--- config.mk ---
export PLATFORM = sky130hd
export DESIGN_NAME = heap_sort_sequencer
export DESIGN_NICKNAME = d
export VERILOG_FILES = /design/src/rtl/heap_sort_pkg.sv /design/src/rtl/hs_out_fifo2.sv /design/src/rtl/heap_sort_sequencer.sv
export SDC_FILE = /design/constraint.sdc
export NUM_CORES = 1
export LEC_CHECK = 0
export ABC_CLOCK_PERIOD_IN_PS = 3100
export BUFFER_PORTS_ARGS = -buffer_cell sky130_fd_sc_hd__buf_2
export CAP_MARGIN = 5
export CORE_MARGIN = 5
export CORE_UTILIZATION = 48
export CTS_BUF_LIST = sky130_fd_sc_hd__clkbuf_8
export DETAILED_ROUTE_END_ITERATION = 10
export HOLD_SLACK_MARGIN = 0.12
export PLACE_DENSITY = 0.79
export SYNTH_ARGS = -nofsm -noshare
export SYNTH_HDL_FRONTEND = slang
export SYNTH_SLANG_ARGS = --single-unit
--- constraint.sdc ---
create_clock -name system1000 -period 3.1 [get_ports system1000]
set_clock_uncertainty 0.15 [all_clocks]
set_input_delay 0.465 -clock system1000 [delete_from_list [all_inputs] [get_ports system1000]]
set_output_delay 0.465 -clock system1000 [all_outputs]
set_load 0.005 [all_outputs]
--- src/rtl/heap_sort_pkg.sv ---
// Shared constants and types for the heap-sort frame sequencer and its FIFO.
package heap_sort_pkg;

    localparam int DATA_W = 32;
    localparam int DEPTH  = 6;
    localparam int CNT_W  = 3;

    // Capacity as a counter-width constant, so comparisons stay width-matched.
    localparam logic [CNT_W-1:0] DEPTH_C = CNT_W'(DEPTH);

    // Sorter command opcodes carried in the top two bits of cmd_o.
    typedef enum logic [1:0] {
        OP_NOP  = 2'b00,
        OP_PUSH = 2'b01,
        OP_POP  = 2'b10
    } op_t;

    // Sequencer states: LOAD streams keys in, DRAIN pops them back out.
    typedef enum logic {
        ST_LOAD  = 1'b0,
        ST_DRAIN = 1'b1
    } state_t;

    // One sorter command word.
    typedef struct packed {
        op_t               op;
        logic [DATA_W-1:0] data;
    } cmd_t;

    // One output FIFO entry: sorted key plus end-of-frame tag.
    typedef struct packed {
        logic              last;
        logic [DATA_W-1:0] data;
    } out_entry_t;

endpackage

--- src/rtl/hs_out_fifo2.sv ---
// Two-entry synchronous FIFO holding sorted keys with their last tag.
// Simultaneous write and read are legal at any occupancy of 1 or 2.
module hs_out_fifo2
    import heap_sort_pkg::*;
#(
    parameter int W = DATA_W + 1
) (
    input  logic         clk,
    input  logic         rst_n,
    input  logic         wr_en,
    input  logic [W-1:0] wr_data,
    input  logic         rd_en,
    output logic [W-1:0] rd_data,
    output logic [1:0]   count,
    output logic         full,
    output logic         empty
);

    logic [W-1:0] mem [2];
    logic         wr_ptr;
    logic         rd_ptr;
    logic         do_wr;
    logic         do_rd;

    assign full    = (count == 2'd2);
    assign empty   = (count == 2'd0);
    assign do_rd   = rd_en && !empty;
    assign do_wr   = wr_en && (!full || do_rd);
    assign rd_data = mem[rd_ptr];

    // Storage array: data only, qualified by count.
    // NOTE: the data array is deliberately left out of reset; count alone says
    // which entries are meaningful, and an unreset array maps to plain RAM/flops.
    always_ff @(posedge clk) begin
        if (do_wr) begin
            mem[wr_ptr] <= wr_data;
        end
    end

    // Pointer and occupancy bookkeeping.
    // NOTE: sequential state uses non-blocking assignments so every flop samples
    // the pre-edge values, independent of statement order.
    always_ff @(posedge clk or negedge rst_n) begin
        if (!rst_n) begin
            wr_ptr <= 1'b0;
            rd_ptr <= 1'b0;
            count  <= 2'd0;
        end else begin
            if (do_wr) begin
                wr_ptr <= ~wr_ptr;
            end
            if (do_rd) begin
                rd_ptr <= ~rd_ptr;
            end
            case ({do_wr, do_rd})
                2'b10:   count <= count + 2'd1;
                2'b01:   count <= count - 2'd1;
                default: count <= count;
            endcase
        end
    end

endmodule

--- src/rtl/heap_sort_sequencer.sv ---
// Frame sequencer in front of the heap-sort core: pushes one frame of keys,
// then pops them back under credit control into a 2-entry output FIFO and
// presents them as an ascending valid/ready stream with a last flag.
module heap_sort_sequencer
    import heap_sort_pkg::*;
(
    input  logic              system1000,
    input  logic              system1000_rstn,
    input  logic              in_valid_i,
    output logic              in_ready_o,
    input  logic [DATA_W-1:0] in_data_i,
    input  logic              in_last_i,
    output logic [DATA_W+1:0] cmd_o,
    input  logic              rsp_valid_i,
    input  logic [DATA_W-1:0] rsp_data_i,
    output logic              out_valid_o,
    input  logic              out_ready_i,
    output logic [DATA_W-1:0] out_data_o,
    output logic              out_last_o,
    output logic              drop_o
);

    state_t           state_q,     state_d;
    logic [CNT_W-1:0] count_q,     count_d;
    logic [CNT_W-1:0] pops_left_q, pops_left_d;
    logic [CNT_W-1:0] rsp_cnt_q,   rsp_cnt_d;
    cmd_t             cmd_q,       cmd_d;
    logic             drop_q,      drop_d;
    logic             inflight_q;

    logic             accept;
    logic             pop_out;
    logic             can_pop;
    logic [2:0]       occ;

    logic             fifo_wr;
    logic             fifo_rd;
    out_entry_t       fifo_wr_entry;
    out_entry_t       fifo_rd_entry;
    logic [1:0]       fifo_count;
    logic             fifo_full;
    logic             fifo_empty;

    // Input is only offered in LOAD and never while reset is asserted.
    assign in_ready_o = (state_q == ST_LOAD) && system1000_rstn;
    assign accept     = in_valid_i && in_ready_o;

    // A POP currently on cmd_o will produce a response one cycle from now.
    assign pop_out = (cmd_q.op == OP_POP);

    // Slots already promised in the FIFO: stored entries, the response arriving
    // now, the POP on the wire, minus the entry leaving this cycle. A new POP is
    // only issued while that total stays below the FIFO depth of 2.
    assign occ     = 3'(fifo_count) + 3'(inflight_q) + 3'(pop_out) - 3'(fifo_rd);
    assign can_pop = (pops_left_q != '0) && (occ < 3'd2);

    // Responses are accepted only when a POP was actually in flight.
    assign fifo_wr            = rsp_valid_i && inflight_q;
    assign fifo_wr_entry.data = rsp_data_i;
    assign fifo_wr_entry.last = ((rsp_cnt_q + CNT_W'(1)) == count_q);
    assign fifo_rd            = out_valid_o && out_ready_i;

    assign out_valid_o = !fifo_empty;
    assign out_data_o  = fifo_rd_entry.data;
    assign out_last_o  = fifo_rd_entry.last;
    assign cmd_o       = cmd_q;
    assign drop_o      = drop_q;

    hs_out_fifo2 #(
        .W (DATA_W + 1)
    ) u_out_fifo (
        .clk     (system1000),
        .rst_n   (system1000_rstn),
        .wr_en   (fifo_wr),
        .wr_data (fifo_wr_entry),
        .rd_en   (fifo_rd),
        .rd_data (fifo_rd_entry),
        .count   (fifo_count),
        .full    (fifo_full),
        .empty   (fifo_empty)
    );

    // Next-state, counters and the command to register for the next cycle.
    // NOTE: every signal gets a default before the case so no path leaves it
    // unassigned, which would otherwise infer a latch.
    always_comb begin
        state_d     = state_q;
        count_d     = count_q;
        pops_left_d = pops_left_q;
        rsp_cnt_d   = rsp_cnt_q + CNT_W'(fifo_wr);
        drop_d      = drop_q;
        cmd_d.op    = OP_NOP;
        cmd_d.data  = '0;

        case (state_q)
            ST_LOAD: begin
                if (accept) begin
                    if (count_q < DEPTH_C) begin
                        cmd_d.op   = OP_PUSH;
                        cmd_d.data = in_data_i;
                        count_d    = count_q + CNT_W'(1);
                    end else begin
                        drop_d = 1'b1;
                    end
                    if (in_last_i) begin
                        state_d     = ST_DRAIN;
                        pops_left_d = count_d;
                    end
                end
            end
            ST_DRAIN: begin
                if (can_pop) begin
                    cmd_d.op    = OP_POP;
                    pops_left_d = pops_left_q - CNT_W'(1);
                end
                // The final key leaving means the sorter is empty again.
                if (fifo_rd && out_last_o) begin
                    state_d     = ST_LOAD;
                    count_d     = '0;
                    pops_left_d = '0;
                    rsp_cnt_d   = '0;
                    drop_d      = 1'b0;
                end
            end
            default: begin
                state_d = ST_LOAD;
            end
        endcase
    end

    // State, counters, command register and in-flight tracking.
    always_ff @(posedge system1000 or negedge system1000_rstn) begin
        if (!system1000_rstn) begin
            state_q     <= ST_LOAD;
            count_q     <= '0;
            pops_left_q <= '0;
            rsp_cnt_q   <= '0;
            drop_q      <= 1'b0;
            cmd_q       <= '0;
            inflight_q  <= 1'b0;
        end else begin
            state_q     <= state_d;
            count_q     <= count_d;
            pops_left_q <= pops_left_d;
            rsp_cnt_q   <= rsp_cnt_d;
            drop_q      <= drop_d;
            cmd_q       <= cmd_d;
            inflight_q  <= pop_out;
        end
    end

endmodule
==> flow_metrics.tcl, run 1 <==
set metrics [dict create \
    synth_seq_cells 116 \
    wl_per_cell_um 17.02 \
    clock.fmax_mhz 336.9 \
    grt_max_degree 51 \
    fin_crit_ps 2968 \
    rows 35 \
    arrival_ps 3110 \
    post-cts-setup-buffer-count 0 \
    coreArea_sq_mm 0.009153 \
    layout-drive-gt1-share_pct 44.62 \
    status "finished clean" \
    tns_ps 0 \
    drt_iter0_drc 71 \
    synth.area.top_cells "edfxtp_1 (44%), dfrtp_1 (28%), mux2_2 (8.1%)" \
    die_area_sq_mm 0.01134 \
    avgViaCountPerCell 4.749 \
    num-nets-final 569 \
    seq_area_sq_mm 0.003234 \
    multi_input_area_sq_mm 0.001171 \
    vias 2911 \
    fin_cells 613 \
    synth.most_common_cell "edfxtp_1" \
    grt_overflow 0 \
    synth_area_leader_cell "edfxtp_1" \
    syn_inst 266 \
    yosysSeqAreaShare_pct 72.34 \
    rsz0062_at_grt "no" \
    tritoncts "yes" \
    worst_setup_path_start_kind "flop" \
    die_y_um 106.5 \
    grt.met3_usage_pct 7.104 \
    dp_cells 516 \
    area_growth_pct 43.39 \
    busiest_layer "met2" \
    hold_violations 0 \
    slew_viol_final 0 \
    cts_made_buffers 17 \
    grt_usage_pct 19.17 \
    timing.hold.ws_ps 208.6 \
    antenna_found_initial 0 \
    criticalPathCategory "flop to flop" \
    yosys_warnings 0 \
    total_leakage_power_uw 0.002884 \
    cts.path.max_buffers 2 \
    start_util_pct 48.83 \
    io_pins 140 \
    die_w_um 106.5 \
    routed_wl_um 10440 \
    clk_pin_slew_ps 70 \
    cpPeakStageDelay_ps 460 \
    syn_area_per_cell_sq_um 16.80 \
    powerDensity_mw_per_mm2 746.8 \
    synthTopCellsByCount "edfxtp_1 (66), dfrtp_1 (50), and2_1 (35)" \
    synth_area_sq_mm 0.004469 \
    async_flop_share_pct 43.10 \
    setup_viol 0 \
    worst_pin_slew_ps 658.6 \
    netlist.area_leader.share_pct 44.34 \
    hold_path.class "primary input to flop" \
    slew-limit-headroom_pct 56.09 \
    cts_htree_levels 4 \
    syn-num-nets 346 \
    worstSetupEndpointType "flop" \
    cp_cell_sequence "o21ai_4, inv_1, ha_1, inv_1, ha_1, a21o_1, fa_1, xnor2_1, o311ai_4, mux2_4" \
    fin_crit_sh_pct 95.76 \
    worstPathMaxFanout 4 \
    cp.required_ps 3240 \
    yosysUniqueCellTypes 40 \
    synth_edf_count 66 \
    first_pass_iters 4 \
    final_antenna_net_count 0 \
    peakVddDrop_mv 0.4993 \
    num_antenna_cells 0 \
    fill_cells 588 \
    drc_errors 0 \
    worstSkewPairLatency_ps 400 \
    cp_slowest_cell "dfrtp_2" \
    place_congestion 0.7383 \
    met2_usage_pct 33.08 \
    grt_pass1_vias 3258 \
    fin_util_pct 70.02 \
    use_met1_pct 22.48 \
    post-dp-hpwl_um 6356 \
    synthFlopType "edfxtp_1" \
    clock-sinks 116 \
    drv_cap 0 \
    root_buffer "clkbuf_8" \
    io_buffers 139 \
    grt_first_pass_wirelength_um 16540 \
]
state kept, by name, summed over array words and instances (netlist names):
register	flops
inflight_q	1
u_out_fifo.wr_ptr	1
cmd_o	34
count_q	3
u_out_fifo.count	2
drop_o	1
pops_left_q	3
u_out_fifo.mem	66
u_out_fifo.rd_ptr	1
rsp_cnt_q	3
state_q	1
cells by family (layout without fill, tap and decap cells):
logic type,count (synthesis),after routing,share of synthesized area [%]
xor gates and xnor gates,12,12,2.352
buffers and inverters,19,255,1.960
muxes,37,37,9.574
DFF,116,116,72.34
adders and majority gates,10,10,2.968
AOI/OAI and AO/OA,17,17,3.220
and+or+nand+nor,55,55,7.587
placed cells by master, fill, tap and decap left out, types with 2 or more instances in the layout:
cell / Yosys / layout
a21oi_1: 2 / 2
and2_1: 35 / 35
buf_2: 7 / 139
buf_4: 0 / 8
bufinv_16: 0 / 3
clkbuf_8: 0 / 17
clkinv_2: 0 / 3
clkinvlp_4: 0 / 4
dfrtp_1: 50 / 49
dlygate4sd3_1: 0 / 65
edfxtp_1: 66 / 66
ha_1: 9 / 9
inv_1: 8 / 10
inv_2: 2 / 2
mux2_2: 32 / 32
mux2i_1: 3 / 3
nand2_1: 4 / 4
nand2b_1: 2 / 2
nand3_1: 2 / 2
nor2_1: 6 / 4
nor2_4: 0 / 2
nor3_1: 2 / 2
o21ai_0: 2 / 2
xnor2_1: 10 / 10
xor2_1: 2 / 2
metal layers:
metal,routed length (um),up-vias
li1,-,1391
met1,4268,1401
met2,5252,109
met3,800,10
met4,114,0
met5,0,-
path summary, 6_finish.rpt:
path	startpoint	to	slack, ps	depth (start not counted)
setup reg to reg	u_out_fifo.count[1]	pops_left_q[1]	130	10
hold reg to reg	cmd_o[33]	inflight_q	350	2
setup / recovery	u_out_fifo.count[1]	pops_left_q[1]	130	10
min in group asynchronous	system1000_rstn	cmd_o[31]	610	3
hold / removal	out_ready_i	u_out_fifo.rd_ptr	210	3
max in group asynchronous	system1000_rstn	u_out_fifo.count[1]	1760	3
stage by stage:
stage               cell area, sq um  total power, uW  setup WS (ps)
floorplan                       4469             2864          121.9
global placement                5349             3289          156.2
detailed placement              5349             3338          49.07
CTS                             6400             4822          36.19
global route                    6409             5056          12.93
finish                          6409             4786          131.5
report_power, final:
group	leakage, uW	switching, uW	total [uW]	internal [uW]
logic	0.00143	640	1380	737
registers	0.00126	182	2010	1830
clock network	0.000201	608	1400	788
total	0.00288	1430	4790	3360
timing repair:
item	in CTS	in global routing
endpoints found under the hold margin	146	0
setup endpoints to repair	0	3
hold buffers	65	0
gates resized for setup	0	2
worst max-delay path: cells and delay by family, from the launching register on:
family / cells / cell delay, ps
buffers and inverters: 2 / 120
DFF: 1 / 460
xor gates and xnor gates: 1 / 200
AOI/OAI and AO/OA: 3 / 650
muxes: 1 / 320
adders and majority gates: 3 / 940
cell type report:
| cell class | count | area share, % |
|---|---|---|
| Clock buffer | 17 | 3.651 |
| Clock inverter | 15 | 2.597 |
| Inverter | 10 | 0.5857 |
| Multi-Input combinational cell | 131 | 18.27 |
| Sequential cell | 116 | 50.47 |
| Tap cell | 111 | 2.167 |
| Timing Repair Buffer | 213 | 22.26 |
(Power assumes the default switching activity.)
==> run 2, diff against run 1 <==
--- a/config.mk
+++ b/config.mk
@@ -8,12 +8,13 @@
 export ABC_CLOCK_PERIOD_IN_PS = 3100
 export BUFFER_PORTS_ARGS = -buffer_cell sky130_fd_sc_hd__buf_2
 export CAP_MARGIN = 5
+export CORE_ASPECT_RATIO = 1.2
 export CORE_MARGIN = 5
 export CORE_UTILIZATION = 48
 export CTS_BUF_LIST = sky130_fd_sc_hd__clkbuf_8
 export DETAILED_ROUTE_END_ITERATION = 10
 export HOLD_SLACK_MARGIN = 0.12
-export PLACE_DENSITY = 0.79
+export PLACE_DENSITY_LB_ADDON = 0.1
 export SYNTH_ARGS = -nofsm -noshare
 export SYNTH_HDL_FRONTEND = slang
 export SYNTH_SLANG_ARGS = --single-unit
==> run 2 against run 1 <==
Against the previous run:
- global-route usage down 1.7 points
- via count barely moved
- die area about the same
- register-to-register slack improved by 97 ps
- clock power is 15% higher
- cell count grew 1.6%
- critical path depth unchanged
- largest cell class unchanged
- highest routed layer unchanged
==> flow_metrics.tcl, run 2 (synthesized netlist as in run 1, its figures left out) <==
set metrics [dict create \
    status "finished clean" \
    slew-limit-headroom_pct 59.97 \
    antenna_found_initial 0 \
    root_buffer "clkbuf_8" \
    drt_iter0_drc 146 \
    min_from "in_last_i" \
    final_common_cell "buf_2" \
    rsz0062_at_grt "no" \
    grt_pass1_vias 3113 \
    p_sw_share_pct 27.53 \
    num_antenna_cells 0 \
    drc_errors 0 \
    grt_usage_pct 17.52 \
    final_antenna_net_count 0 \
    cp_cell_sequence "o21ai_2, inv_1, ha_1, inv_1, ha_1, a21o_1, fa_1, xnor2_1, o311ai_4, mux2_4" \
    vias 2913 \
    drv_cap 0 \
    worstPathMaxFanout 4 \
    clock.fmax_mhz 348.3 \
    fin_crit_ps 2871 \
    p_int_uw 3595 \
    whs_endpoint "state_q" \
    criticalPathCategory "flop to flop" \
    cpPeakStageDelay_ps 430 \
    tritoncts "yes" \
    p_comb_share_pct 27.4 \
    cp.required_ps 3250 \
    setup_viol 0 \
    worstSkewPairLatency_ps 420 \
    fin_cells 623 \
    cts.path.max_buffers 2 \
    fin_crit_sh_pct 92.63 \
    p_clk_share_pct 32.5 \
    arrival_ps 3020 \
    crit_family "adder cells" \
    worst_setup_path_start_kind "flop" \
    start_util_pct 49.21 \
    die_area_sq_mm 0.01135 \
    cp_num_buf_inv 2 \
    r2r_cells 10 \
    die_y_um 115.7 \
    worst_pin_slew_ps 596.9 \
    worstSetupEndpointType "flop" \
    grt_overflow 0 \
    post-dp-hpwl_um 6137 \
    powerDensity_mw_per_mm2 766.3 \
    rows 38 \
    fill_cells 642 \
    die_w_um 98.09 \
    r2r_slack_ps 230 \
    cts_resized 0 \
    reg2reg_from "u_out_fifo.count[1]" \
    dp_cells 525 \
    most-common-layout-cells "buf_2 (139), edfxtp_1 (66), dlygate4sd3_1 (65)" \
    largest_register_ffs 66 \
    first_pass_iters 5 \
    area_growth_pct 44.88 \
    min_path_cells 3 \
    power.switching_uw 1366 \
    hold_path.class "primary input to flop" \
    avgViaCountPerCell 4.676 \
    io_buffers 139 \
    hold_violations 0 \
    total_leakage_power_uw 0.002923 \
    tns_ps 0 \
    sequentialPowerShare_pct 40.1 \
    cts_made_buffers 17 \
    coreArea_sq_mm 0.009081 \
    grt_first_pass_wirelength_um 15270 \
    num-nets-final 570 \
    cp_slowest_cell "dfrtp_1" \
    layout-drive-gt1-share_pct 44.73 \
    peakVddDrop_mv 0.4712 \
    top_register "u_out_fifo.mem" \
    slew_viol_final 0 \
    clock-sinks 116 \
    cts_htree_levels 4 \
    routed_wl_um 9469 \
    io_pins 140 \
    place_congestion 0.7143 \
    clk_pin_slew_ps 70 \
    regToRegEndpoint "pops_left_q[1]" \
    grt_max_degree 43 \
    wl_per_cell_um 15.20 \
]
run 2: routing by layer:
metal | up-vias | track usage, % | routed length (um)
li1 | 1394 | - | -
met3 | 9 | 7.345 | 694
met4 | 0 | 6.464 | 104
met5 | - | 0 | 0
met2 | 106 | 30.38 | 5060
met1 | 1404 | 19.39 | 3610
run 2: worst max-delay path by stage:
| stage | start | to | slack [ps] | cells after the start |
|---|---|---|---|---|
| floorplan | u_out_fifo.count[0] | pops_left_q[1] | 120 | 10 |
| CTS | u_out_fifo.count[1] | pops_left_q[1] | 80 | 10 |
| detailed placement | out_ready_i | pops_left_q[1] | 80 | 11 |
| global route | u_out_fifo.count[1] | pops_left_q[0] | 80 | 11 |
| finish | u_out_fifo.count[1] | pops_left_q[1] | 230 | 10 |
| global placement | out_ready_i | pops_left_q[1] | 150 | 11 |
run 2: through the flow:
step	setup WS, ps	hold slack (ps)	utilization [%]	total power [uW]	cell area [sq um]
after global placement	145.1	197.6	58.89	3298	5348
after floorplan	121.9	19.41	-	2864	4469
after detailed placement	83.84	202.3	58.89	3326	5348
after CTS	83.22	197.3	71.22	5024	6467
final	228.6	241.0	71.30	4962	6475
after global routing	82.47	239.3	71.30	5260	6475
run 2: cell type report:
cell class | instances | area, sq um | share of cell area (%)
Clock buffer | 17 | 234.0 | 3.614
Tap cell | 120 | 150.1 | 2.319
Sequential cell | 116 | 3233 | 49.93
Timing Repair Buffer | 214 | 1421 | 21.95
Clock inverter | 15 | 235.2 | 3.633
Multi-Input combinational cell | 131 | 1164 | 17.97
Inverter | 10 | 37.54 | 0.5797
run 2: repair_timing:
action	4_1_cts	5_1_grt
setup buffers	0	1
endpoints found under the setup margin	0	3
endpoints found under the hold margin	104	0
hold buffers	65	0
run 2: power by group through the flow:
| stage | logic, uW | clock network, uW | registers (uW) |
|---|---|---|---|
| 3_3_place_gp | 1280 | 0 | 2020 |
| 6_report | 1360 | 1610 | 1990 |
| 3_5_place_dp | 1300 | 0 | 2020 |
| 4_1_cts | 1370 | 1650 | 1990 |
| 2_1_floorplan | 902 | 0 | 1960 |
| 5_1_grt | 1510 | 1730 | 2020 |
run 2: tightest hold or removal path: cells and delay by family:
kind | cells | cell delay [ps]
buffers and inverters | 1 | 80
and+or+nand+nor | 2 | 230
